**config.mk**
```make
export PLATFORM = sky130hd
export DESIGN_NAME = main_control_fsm
export DESIGN_NICKNAME = d
export VERILOG_FILES = /design/src/rtl/main_control_fsm.sv
export SDC_FILE = /design/constraint.sdc
export NUM_CORES = 1
export LEC_CHECK = 0
export ABC_AREA = 1
export CAP_MARGIN = 0
export CORE_AREA = 2 2 54 56
export CTS_CLUSTER_DIAMETER = 50
export DETAILED_ROUTE_END_ITERATION = 8
export DIE_AREA = 0 0 56 58
export PLACE_DENSITY = 0.87
export SLEW_MARGIN = 20
export SYNTH_ARGS = -nofsm -noshare
export SYNTH_HDL_FRONTEND = slang
export SYNTH_SLANG_ARGS = --single-unit
```
**constraint.sdc**
```tcl
create_clock -name clk -period 1.8 [get_ports clk]
set_input_delay 0.36 -clock clk [delete_from_list [all_inputs] [get_ports clk]]
set_output_delay 0.36 -clock clk [all_outputs]
set_load 0.01 [all_outputs]
```
**src/rtl/main_control_fsm.sv**
```systemverilog
// main_control_fsm: multicycle Moore control unit sequencing fetch, decode, execute, memory, writeback and exceptions
module main_control_fsm #(
  parameter int         MEM_WAIT    = 2,
  parameter logic [2:0] EXC_VEC_SEL = 3'b101
) (
  input  logic       clk,
  input  logic       rst,
  input  logic [5:0] Opcode,
  input  logic [5:0] Funct,
  input  logic       Overflow,
  output logic       PCWrite,
  output logic       PCWriteCond,
  output logic       EQorNE,
  output logic [2:0] IorD,
  output logic       MemRead_Write,
  output logic       IRWrite,
  output logic       RegWrite,
  output logic [1:0] RegDst,
  output logic [3:0] MemtoReg,
  output logic       RegALoad,
  output logic       RegBLoad,
  output logic       ALUSrcA,
  output logic [1:0] ALUSrcB,
  output logic [2:0] ALUOp,
  output logic       ALUOutLoad,
  output logic       EPCWrite,
  output logic [2:0] PCSrc,
  output logic       ExcCause,
  output logic [4:0] State
);
  typedef enum logic [4:0] {
    S_RESET, S_FETCH, S_DECODE, S_EXEC_R, S_WB_R, S_EXEC_I, S_WB_I, S_ADDR,
    S_MEM_RD, S_WB_LW, S_MEM_WR, S_BRANCH, S_JUMP, S_EXC1, S_EXC2
  } state_t;
  localparam logic [1:0] LAST = MEM_WAIT[1:0];
  state_t     state, next;
  logic [1:0] cnt;
  logic       cause;
  logic       done;
  logic       r_ok;
  assign done  = cnt == LAST;
  assign r_ok  = Funct == 6'h20 || Funct == 6'h22 || Funct == 6'h24;
  assign State = state;
  // state register; wait counter restarts whenever the state changes; cause latched on entry to EXC1
  always_ff @(posedge clk) begin
    if (!rst) begin
      state <= S_RESET;
      cnt   <= '0;
      cause <= 1'b0;
    end else begin
      state <= next;
      cnt   <= (next == state) ? cnt + 2'd1 : '0;
      if (next == S_EXC1 && state != S_EXC1) cause <= state == S_DECODE;
    end
  end
  // next-state and Moore output decode, everything defaulting to 0
  always_comb begin
    next          = state;
    PCWrite       = 1'b0;
    PCWriteCond   = 1'b0;
    EQorNE        = 1'b0;
    IorD          = 3'b000;
    MemRead_Write = 1'b0;
    IRWrite       = 1'b0;
    RegWrite      = 1'b0;
    RegDst        = 2'b00;
    MemtoReg      = 4'b0000;
    RegALoad      = 1'b0;
    RegBLoad      = 1'b0;
    ALUSrcA       = 1'b0;
    ALUSrcB       = 2'b00;
    ALUOp         = 3'b000;
    ALUOutLoad    = 1'b0;
    EPCWrite      = 1'b0;
    PCSrc         = 3'b000;
    ExcCause      = 1'b0;
    case (state)
      S_RESET: next = S_FETCH;
      S_FETCH: begin
        next    = done ? S_DECODE : S_FETCH;
        IRWrite = done;
        PCWrite = done;
        ALUSrcB = done ? 2'b01 : 2'b00;
        ALUOp   = done ? 3'b001 : 3'b000;
      end
      S_DECODE: begin
        RegALoad   = 1'b1;
        RegBLoad   = 1'b1;
        ALUSrcB    = 2'b11;
        ALUOp      = 3'b001;
        ALUOutLoad = 1'b1;
        next = (Opcode == 6'h00) ? (r_ok ? S_EXEC_R : S_EXC1) :
               (Opcode == 6'h08) ? S_EXEC_I :
               (Opcode == 6'h23 || Opcode == 6'h2B) ? S_ADDR :
               (Opcode == 6'h04 || Opcode == 6'h05) ? S_BRANCH :
               (Opcode == 6'h02) ? S_JUMP : S_EXC1;
      end
      S_EXEC_R: begin
        ALUSrcA    = 1'b1;
        ALUOp      = (Funct == 6'h22) ? 3'b010 : (Funct == 6'h24) ? 3'b011 : 3'b001;
        ALUOutLoad = 1'b1;
        next       = (Overflow && Funct != 6'h24) ? S_EXC1 : S_WB_R;
      end
      S_WB_R: begin
        RegDst   = 2'b01;
        RegWrite = 1'b1;
        next     = S_FETCH;
      end
      S_EXEC_I, S_ADDR: begin
        ALUSrcA    = 1'b1;
        ALUSrcB    = 2'b10;
        ALUOp      = 3'b001;
        ALUOutLoad = 1'b1;
        next = (state == S_EXEC_I) ? (Overflow ? S_EXC1 : S_WB_I) :
               (Opcode == 6'h23) ? S_MEM_RD : S_MEM_WR;
      end
      S_WB_I: begin
        RegWrite = 1'b1;
        next     = S_FETCH;
      end
      S_MEM_RD: begin
        IorD = 3'b001;
        next = done ? S_WB_LW : S_MEM_RD;
      end
      S_WB_LW: begin
        MemtoReg = 4'b0001;
        RegWrite = 1'b1;
        next     = S_FETCH;
      end
      S_MEM_WR: begin
        IorD          = 3'b001;
        MemRead_Write = 1'b1;
        next          = done ? S_FETCH : S_MEM_WR;
      end
      S_BRANCH: begin
        ALUSrcA     = 1'b1;
        ALUOp       = 3'b111;
        PCSrc       = 3'b001;
        PCWriteCond = 1'b1;
        EQorNE      = Opcode[0];
        next        = S_FETCH;
      end
      S_JUMP: begin
        PCSrc   = 3'b010;
        PCWrite = 1'b1;
        next    = S_FETCH;
      end
      S_EXC1: begin
        ALUSrcB  = 2'b01;
        ALUOp    = 3'b010;
        EPCWrite = 1'b1;
        next     = S_EXC2;
      end
      S_EXC2: begin
        PCSrc    = EXC_VEC_SEL;
        PCWrite  = 1'b1;
        ExcCause = cause;
        next     = S_FETCH;
      end
      default: next = S_RESET;
    endcase
  end
endmodule

```
==> results <==
## logic make-up after synthesis
family                     Yosys count  synth area share
and+or+nand+nor                    125            0.5784
buffers and inverters               45            0.2090
AOI/OAI and AO/OA                   11           0.06074
DFF                                  7            0.1361
adders and majority gates            1           0.01215
other                                1          0.003642
## cell usage in the layout (no fill, tap or decap), types with 9 or more instances in the layout
| cell type | netlist | final |
|---|---|---|
| nand2_1 | 38 | 31 |
| nor2_1 | 43 | 31 |
| buf_4 | 9 | 42 |
| nand3_1 | 19 | 15 |
| inv_1 | 31 | 27 |
| nor2_4 | 0 | 9 |
| nor2_2 | 7 | 10 |
| dlymetal6s2s_1 | 0 | 10 |
| nand2_2 | 6 | 11 |
| dlygate4sd2_1 | 0 | 15 |
## final timing paths
check                               from       end  slack, ps  cells after the start
worst min-delay path              cnt[0]    cnt[0]        430                      1
worst max-delay path            State[0]  State[0]         10                      3
worst min register to register    cnt[0]    cnt[0]        430                      1
worst max register to register  State[2]    cnt[0]         50                     14
## where the power goes
part | switching [mW] | internal, mW | total (mW)
combinational | 0.174 | 0.148 | 0.322
sequential | 0.0143 | 0.163 | 0.178
clock | 0.0611 | 0.0848 | 0.146
total | 0.249 | 0.397 | 0.646
## synthesized netlist by cell type, drive strengths merged
cell type and n:
nor2 51, nand2 46, inv 35, nand3 22, buf 10, dfxtp 7
a21oi 5, nand4 3, o211ai 2, o21ai 2, o22ai 2, conb 1
ha 1, nand3b 1, nor2b 1, nor3 1
## stage by stage
stage / area, µm² / power [mW] / hold slack, ps / util / worst slack, ps
2_1_floorplan: 1052 / 0.3241 / 391.1 / - / 231.0
3_3_place_gp: 1685 / 0.4271 / 399.1 / 0.6330 / -453.7
3_5_place_dp: 1685 / 0.4341 / 412.2 / 0.6330 / -485.3
4_1_cts: 1764 / 0.6004 / 444.8 / 0.6626 / -17.77
5_1_grt: 1957 / 0.6830 / 458.7 / 0.7350 / -80.03
6_report: 1957 / 0.6456 / 427.2 / 0.7350 / 14.89
## layer usage
layer / share of wire / vias up / routed length [µm]
met5: 0 / - / 0
met4: 0.047 / 0 / 209
met3: 0.069 / 25 / 308
met2: 0.51 / 82 / 2263
met1: 0.38 / 726 / 1695
li1: - / 747 / -
## flip-flops by register name (all words and copies together) (netlist names)
name and flops:
cause 1, cnt 2, State 4
## what timing repair did
item / CTS / global route
pin swaps: 3 / 19
setup endpoints to repair: 26 / 13
endpoints found under the hold margin: 0 / 0
buffers inserted: 2 / 9
gates resized for setup: 54 / 51
## worst register-to-register path: stages, from the launching register on
cell and delay, ps:
dfxtp_4 390, buf_6 120, inv_2 60, nand2_4 110, nor2_4 40, nor2_2 100
buf_4 120, nand2_1 60, nor2_2 120, nand3_2 90, nand2_1 90, nand3_2 90
nor2_2 110, nand2_1 70, nor2_1 110
## area by class of cell
| class | instances | area, µm² |
|---|---|---|
| tap | 31 | 38.79 |
| fill | 199 | 705.7 |
| timing repair buffer | 87 | 752.0 |
| inverter | 35 | 138.9 |
| clock buffer | 4 | 26.28 |
| sequential | 7 | 155.1 |
| multi-input combinational | 144 | 845.8 |
==> results.cfg <==
[cts]
htree_levels = 1
clock_sinks = 7
clock_latency_ps = 260
cts_tree = yes
cts_buffers = 3
cts-hold-fix-buffers = 0
clk_pin_slew_ps = 50
root_buffer = clkbuf_4
cts_buffer_depth = 2

[timing]
rsz0062_at_grt = true
slew_violations = 0
setup_viol = 0
tns_ps = 0
period_share = 0.9917
hold_viol = 0
skew_ps = 1.251
fmaxAchievable_mhz = 560.2
min_period_ps = 1785

[grt]
use_met3 = 0.02902
grt_max_degree = 8
grt_pass1_wl_um = 5720
grt_pass1_vias = 1327
grt_use_met1 = 0.2548
grt_overflow_total = 0
use_met2 = 0.4101
grt-busiest-layer = met2
antenna_found_initial = 0
grt_use_total = 0.2240

[logic_synthesis]
syn_avg_cell_area_um2 = 5.420
synth_cells = 190
yosys.cell_types.count = 24
synth-seq-cells = 7
synth_area_um2 = 1030
yosys.area.top_type = nor2_1
synth_top_cell_area_share = 0.1567
synth_area_leaders = nor2_1 (16%), nand2_1 (14%), dfxtp_1 (14%)
seq_area_frac_synth = 0.1361
yosysWarningCount = 0

[setup_path]
path_class = reg -> out
crit_required_ps = 1440
crit_buf_inv = 3
worst_setup_path_end_kind = output port
path_max_fanout = 5
start_kind = flop
path_cells = buf_6 > buf_4 > clkdlybuf4s50_1
cp_slowest_cell = clkdlybuf4s50_1
arrival_ps = 1430
critPathMaxStageDelay_ps = 530
worst_path_dominant_cell_family = buffers and inverters

[placed_design]
hpwl_um = 2699
port_buffers = 41
gp_congestion = 0.9992
dp_cells = 293

[route]
dr.pass1.iters = 4
drt-initial-drc-count = 108
viasPerCell = 5.130
wl_per_cell_um = 14.53
drtAntennaViolNets = 0
drt_wl_total_um = 4476
drc_errors = 0
dr_total_vias = 1580

[die]
die_area_um2 = 3248
core_area_um2 = 2663
die_h_um = 58
start_util = 0.3867
die_w_um = 56
ioPinCount = 49
row_count = 19

[power]
powerDensity_nw_per_um2 = 329.9
p_leak_nw = 1.192
ir_drop_v = 0.0004354

[layout]
finalNetCount = 294
antenna-diode-count = 0
fin_cells = 308
syn2layout_area_growth_pct = 90.04
drive_gt1_frac = 0.3971

[worst_hold_path]
hold_class = reg -> reg

[status]
status = finished, final reports clean

[job]
drv_cap = 0
Note: power is estimated with default switching activity, not from simulation.
